`src/rtl/mem_port_arbiter.sv`:
```
// Two-master arbiter sharing one memory port between instruction fetch and data access.
// Data wins by default; a streak counter forces a fetch grant after STARVE_MAX contested data grants.
module mem_port_arbiter #(
  parameter int ADDR_W     = 64,
  parameter int DATA_W     = 64,
  parameter int STARVE_MAX = 4
) (
  input  logic                clk,
  input  logic                rst,
  input  logic                i_req,
  input  logic [ADDR_W-1:0]   i_addr,
  input  logic                i_flush,
  output logic                i_done,
  output logic [DATA_W-1:0]   i_rdata,
  input  logic                d_req,
  input  logic                d_we,
  input  logic [ADDR_W-1:0]   d_addr,
  input  logic [DATA_W-1:0]   d_wdata,
  input  logic [DATA_W/8-1:0] d_wstrb,
  output logic                d_done,
  output logic [DATA_W-1:0]   d_rdata,
  output logic                m_req,
  output logic                m_we,
  output logic [ADDR_W-1:0]   m_addr,
  output logic [DATA_W-1:0]   m_wdata,
  output logic [DATA_W/8-1:0] m_wstrb,
  input  logic                m_ack,
  input  logic [DATA_W-1:0]   m_rdata
);

  localparam int STRB_W = DATA_W / 8;

  typedef enum logic [1:0] {IDLE, BUSY_I, BUSY_D} state_t;

  state_t              state_reg;
  logic [3:0]          streak_reg;
  logic                drop_reg;
  logic                m_req_reg;
  logic                m_we_reg;
  logic [ADDR_W-1:0]   m_addr_reg;
  logic [DATA_W-1:0]   m_wdata_reg;
  logic [STRB_W-1:0]   m_wstrb_reg;
  logic [DATA_W-1:0]   i_rdata_reg;
  logic [DATA_W-1:0]   d_rdata_reg;

  logic i_eff;
  logic ack_i;
  logic ack_d;
  logic d_wins;

  assign i_eff  = i_req & ~i_flush;
  assign d_wins = d_req & (~i_eff | (streak_reg < 4'(STARVE_MAX)));

  // Completion strobes are combinational so the requester sees them in the ack cycle.
  assign ack_i = rst & (state_reg == BUSY_I) & m_ack;
  assign ack_d = rst & (state_reg == BUSY_D) & m_ack;

  assign i_done  = ack_i & ~drop_reg & ~i_flush;
  assign d_done  = ack_d;
  assign i_rdata = ack_i ? m_rdata : i_rdata_reg;
  assign d_rdata = ack_d ? m_rdata : d_rdata_reg;

  assign m_req   = m_req_reg;
  assign m_we    = m_we_reg;
  assign m_addr  = m_addr_reg;
  assign m_wdata = m_wdata_reg;
  assign m_wstrb = m_wstrb_reg;

  always_ff @(posedge clk) begin
    if (!rst) begin
      state_reg   <= IDLE;
      streak_reg  <= '0;
      drop_reg    <= 1'b0;
      m_req_reg   <= 1'b0;
      m_we_reg    <= 1'b0;
      m_addr_reg  <= '0;
      m_wdata_reg <= '0;
      m_wstrb_reg <= '0;
      i_rdata_reg <= '0;
      d_rdata_reg <= '0;
    end else begin
      case (state_reg)
        IDLE: begin
          if (d_wins) begin
            state_reg   <= BUSY_D;
            m_req_reg   <= 1'b1;
            m_we_reg    <= d_we;
            m_addr_reg  <= d_addr;
            m_wdata_reg <= d_wdata;
            m_wstrb_reg <= d_wstrb;
            // Only a contested data grant counts towards fetch starvation.
            if (i_eff) streak_reg <= streak_reg + 4'd1;
          end else if (i_eff) begin
            state_reg   <= BUSY_I;
            m_req_reg   <= 1'b1;
            m_we_reg    <= 1'b0;
            m_addr_reg  <= i_addr;
            m_wdata_reg <= '0;
            m_wstrb_reg <= '0;
            streak_reg  <= '0;
          end
        end
        BUSY_I: begin
          if (m_ack) begin
            state_reg   <= IDLE;
            m_req_reg   <= 1'b0;
            drop_reg    <= 1'b0;
            i_rdata_reg <= m_rdata;
          end else if (i_flush) begin
            // The bus cycle still runs to completion; only the response is discarded.
            drop_reg <= 1'b1;
          end
        end
        BUSY_D: begin
          if (m_ack) begin
            state_reg   <= IDLE;
            m_req_reg   <= 1'b0;
            d_rdata_reg <= m_rdata;
          end
        end
        default: begin
          state_reg <= IDLE;
          m_req_reg <= 1'b0;
        end
      endcase
    end
  end

endmodule

```
`config.mk`:
```
export PLATFORM = sky130hd
export DESIGN_NAME = mem_port_arbiter
export DESIGN_NICKNAME = d
export VERILOG_FILES = /design/src/rtl/mem_port_arbiter.sv
export SDC_FILE = /design/constraint.sdc
export NUM_CORES = 1
export LEC_CHECK = 0
export CORE_AREA = 2 2 209 211
export CTS_BUF_LIST = sky130_fd_sc_hd__clkbuf_4
export DETAILED_ROUTE_END_ITERATION = 10
export DIE_AREA = 0 0 211 213
export PLACE_DENSITY = 0.6
export SYNTH_ARGS = -nofsm -noshare
export SYNTH_HDL_FRONTEND = slang
export SYNTH_SLANG_ARGS = --single-unit
```
`constraint.sdc`:
```
create_clock -name clk -period 3 [get_ports clk]
set_clock_uncertainty 0.2 [all_clocks]
set_input_delay 0.6 -clock clk [delete_from_list [all_inputs] [get_ports clk]]
set_output_delay 0.6 -clock clk [all_outputs]
set_load 0.005 [all_outputs]
```
* Word-level counts from Yosys, hierarchy flattened *
Index checks and enable logic that the tools add are counted.
W data, S select, Z words.

word-level totals
  bits in registers = 273
  latch bits = 0
  bits in writable memories = 0
  memory bits (read-only) = 0
  input bits = 271
  output and inout port bits = 268
  memories kept = 0

operators by class
  add/subtract/negate cells = 1
  multipliers = 0
  div/mod/pow operators = 0
  magnitude comparators = 1
  equality and inequality tests = 4
  shifts and indexed selects = 0
  mux-type cells = 23
  bitwise gates (word level) = 12
  reductions and logical operators = 10

operator list
  kind                   number
  $mux W64               6
  $mux W8                2
  $mux W4                3
  $reduce_and A2 Y1      6
  $and A1 B1 Y1          8
  $mux W1                7
  $mux W2                3
  $add A4 B1 Y4 const B  1
  $lt A4 B3 Y1 const B   1
  $pmux W2 S2            1
  $reduce_bool A2 Y1     2
  $ne A3 B3 Y1 const B   1
  $not A1 Y1             3
  $eq A2 B1 Y1 const B   1
  $eq A2 B2 Y1 const B   1
  $logic_not A2 Y1       1
  $ne A2 B1 Y1 const B   1
  $pmux W1 S2            1
  $reduce_or A2 Y1       1
  $or A1 B1 Y1           1

* Depth between registers and ports, before layout *
  depth after elaboration = 7
  mapped depth = 7

* Worst setup path after synthesis *
OpenSTA, ideal clock, no wires.

  path kind = in2out
  from = in m_ack
  to = out d_rdata[18]
  arrival time = 1.442 ns
  required time = 2.200 ns
  path slack = 0.758 ns
  cell stages on the path = 4
  buffers on the path = 2
  path through = and3_1 buf_2 buf_4 mux2_2

between the ends
  cells in the longest elaborated chain, start to end = 2

ends and longest elaborated chain
  what                RTL line  RTL
  start: declaration  27        input logic m_ack,
  $and A1 B1 Y1       56        assign ack_d = rst & (state_reg == BUSY_D) & m_ack;
  $mux W64            61        assign d_rdata = ack_d ? m_rdata : d_rdata_reg;
  end: declaration    21        output logic [DATA_W-1:0] d_rdata,

Every way passes these cells.

* Worst setup path after layout *
  from = reg state_reg[0]
  to = out d_rdata[62]

between the ends
  cells in the longest elaborated chain, start to end = 4

ends and longest elaborated chain
  what                        RTL line  RTL
  start: declaration          35        state_t state_reg;
  start signal: assignment    71        state_reg <= IDLE;
  start signal: assignment    85        state_reg <= BUSY_D;
  start signal: assignment    94        state_reg <= BUSY_I;
  $eq A2 B2 Y1                56
  $and A1 B1 Y1 (2 in a row)  56
  $mux W64                    61

Every way passes these cells.

==> impl_metrics.csv <==
group,metric,value,unit
outcome,status,"finished with violations",
outcome,violations,"setup timing",
critical_path,critPathRequiredTime,2.20,ns
power,ir_drop,250.7,uV
cells_and_area,fill_cells,4111,
drt,drt_pass1_iterations,5,
sta,hold_viol_final,0,
floorplanning,die_h,213,um
global_route,grt_remaining_overflow,0,
clocking,clkTransAtPathRegs,0.06,ns
floorplanning,rows,76,
drt,drt_iter0_drc,654,
clocking,cts_inserted_buffers,82,
drt,drc,0,
clocking,root_buffer,"clkbuf_4",
cells_and_area,utilization,0.4635,
power,p_leak,8.455,nW
drt,route.vias.total,12100,
cells_and_area,drive_above_1_share,0.2579,
drt,avgViaCountPerCell,4.744,
sta,finalCriticalPeriod,3.193,ns
yosys,yosys_register_bits,273,
drt,wire_per_inst,18.31,um
critical_path,worstSetupEndpointType,"output pin",
hold_path,hold_class,"in2reg",
floorplanning,fp.dieW,211,um
sta,rsz0062_at_grt,"yes",
clocking,clock_path_buffers,3,
yosys,ys_types,34,
drt,antenna_left,0,
global_route,track_usage,0.1914,
placed_design,gp_congestion,0.8264,
floorplanning,io_pins,539,
sta,relSlewSlack,0.3645,
cells_and_area,syn_to_final_growth,77.27,%
global_route,grt_pass1_vias,11620,
floorplanning,start_util,0.2615,
sta,finalCritPeriodShare,1.064,
yosys,synthesis.area,11160,sq um
clocking,htree_levels,3,
flow_run,maxCapViolations,0,
yosys,yosys_warnings,0,
critical_path,critPathLaunchType,"flip-flop",
hold_path,hold_end,"m_wdata[23]",
critical_path,reg2regPathDepth,11,
critical_path,worstPathMaxFanout,5,
critical_path,crit_type,"reg2out",
sta,fin_setup_tns,-8.340,ns
sta,worst_slew_pin_slew,0.9532,ns
power,power,0.009694,W
hold_path,min_from,"d_wdata[23]",
yosys,avgSynthCellArea,8.660,sq um
critical_path,critical_path_arrival,2.39,ns
clocking,clock-sinks,273,
floorplanning,core_area,42700,sq um
yosys,synth_fp_nets,1564,
placed_design,dpl.cell_count,2292,
hold_path,holdPathStages,3,
cells_and_area,fin_cells,2550,
sta,max_clock_freq,313.1,MHz
floorplanning,die-area,44940,sq um
placed_design,dp_hpwl,29.80,mm
sta,hold_slack,0.2101,ns
global_route,antenna_found_initial,4,
cells_and_area,final_nets,2219,
clocking,cts_tree,"built",
yosys,syn_inst,1289,
sta,setup_viol,97,
sta,timing.final.max_slew_violations,0,
clocking,clock_latency,0.74,ns
sta,worst_slack,-0.1935,ns
power,power.density,489.9,nW/um^2
placed_design,io_buffers,538,
global_route,grt_max_degree,220,
critical_path,rr_startpoint,"state_reg[0]",
critical_path,r2r_end,"i_rdata_reg[16]",
yosys,yosysSeqAreaShare,0.4896,
global_route,grt_pass1_wl,66.72,mm
drt,routed_wl,46.70,mm
critical_path,r2r_setup_slack,0.77,ns
==> cells in the mapped netlist <==
library cell / number / share of area
nand2_1: 470 / 0.16
dfxtp_1: 273 / 0.49
a22o_1: 128 / 0.10
o22ai_1: 73 / 0.041
buf_2: 69 / 0.031
a31oi_1: 64 / 0.036
mux2_2: 64 / 0.065
o21ai_0: 54 / 0.024
clkbuf_1: 25 / 0.0084
buf_4: 16 / 0.011
o21ai_1: 10 / 0.0045
a21boi_0: 5 / 0.0034
buf_6: 5 / 0.0050
ha_1: 4 / 0.0045
nor2b_1: 4 / 0.0022
inv_1: 3 / 0.0010
a32oi_1: 2 / 0.0016
and3_1: 2 / 0.0011
nand4_1: 2 / 0.0011
o21a_4: 2 / 0.0027
a21oi_1: 1 / 0.00045
a22oi_1: 1 / 0.00067
buf_1: 1 / 0.00034
nand2_2: 1 / 0.00056
nand2b_1: 1 / 0.00056
nand2b_4: 1 / 0.0012
nand3_1: 1 / 0.00045
nor2_1: 1 / 0.00034
nor2b_4: 1 / 0.0012
nor3_1: 1 / 0.00045
o211a_1: 1 / 0.00090
o21ai_2: 1 / 0.00078
o31ai_1: 1 / 0.00067
or3_1: 1 / 0.00056
==> per-layer routing <==
| metal | vias up | GRT usage | part of all wire |
|---|---|---|---|
| li1 | 5866 | - | - |
| met1 | 5624 | 0.2184 | 0.40 |
| met2 | 513 | 0.3240 | 0.48 |
| met3 | 91 | 0.07001 | 0.085 |
| met4 | 2 | 0.07844 | 0.031 |
| met5 | - | 0 | 0.00028 |
==> layout by cell type (no fill, tap or decap), types with 3 or more instances in the layout <==
cell             instances
o21ai_1                 10
buf_4                   52
a21boi_0                 3
bufinv_16                3
clkbuf_16                7
buf_2                   52
buf_12                  30
clkbuf_2                18
clkdlybuf4s50_1        407
nand2_2                 30
buf_16                   6
clkbuf_4               119
and3_4                   4
buf_8                    7
buf_6                  102
o21ai_0                 54
diode_2                  3
mux2_4                  60
dfxtp_1                271
nor2b_1                  4
o22ai_1                 73
nand2_1                441
mux2_2                   4
a22o_1                 128
a31oi_1                 64
clkinv_1                13
==> where the power goes <==
group          switching [W]  internal [W]
clock                0.00167       0.00207
sequential          0.000128       0.00387
combinational       0.000832       0.00112
total                0.00263       0.00706
==> how the worst max path moves through the flow <==
stage                             from     endpoint  slack [ns]  depth (start not counted)
final                     state_reg[0]  d_rdata[62]       -0.19                          9
after global routing      state_reg[0]  d_rdata[62]       -0.35                          9
after CTS                 state_reg[0]  d_rdata[62]       -0.37                          9
after detailed placement         m_ack   d_rdata[2]       -0.30                          5
after global placement           m_ack  d_rdata[57]       -0.28                          5
after floorplan                  m_ack  d_rdata[18]        0.76                          4
==> cell families after synthesis <==
group,count (synthesis),share of synthesized area
DFF,273,0.4896
buffers and inverters,119,0.05649
muxes,64,0.06456
and+or+nand+nor,486,0.1679
AOI/OAI and AO/OA,343,0.2170
adders and majority gates,4,0.004483
==> worst max-delay path: stages (launching register included) <==
cell	delay, ns
dfxtp_4	0.35
inv_4	0.06
ha_4	0.13
and3_4	0.20
buf_12	0.12
buf_12	0.13
buf_12	0.12
buf_16	0.11
mux2_2	0.33
clkbuf_2	0.11
==> cell type report <==
class	instances	area, sq um	area share
Clock inverter	22	173.9	0.008789
Inverter	3	16.27	0.0008220
Clock buffer	119	893.4	0.04514
Antenna cell	3	7.507	0.0003794
Timing Repair Buffer	684	7059	0.3567
Tap cell	546	683.2	0.03452
Sequential cell	273	5473	0.2766
Multi-Input combinational cell	900	5483	0.2771
==> what timing repair did <==
item                                    CTS  global route
endpoints found under the setup margin  130           116
buffers inserted                         62            41
resized for setup                       452           274
cloned                                   13            10
pin swaps                                10            23
hold buffers                              0             0
==> metrics by stage <==
stage | setup WS (ns) | area, sq um
3_3_place_gp | -0.2776 | 17160
5_1_grt | -0.3459 | 19790
3_5_place_dp | -0.2950 | 17160
4_1_cts | -0.3699 | 19080
6_report | -0.1935 | 19790
2_1_floorplan | 0.7579 | 11160
Note: power is estimated with default switching activity, not from simulation.
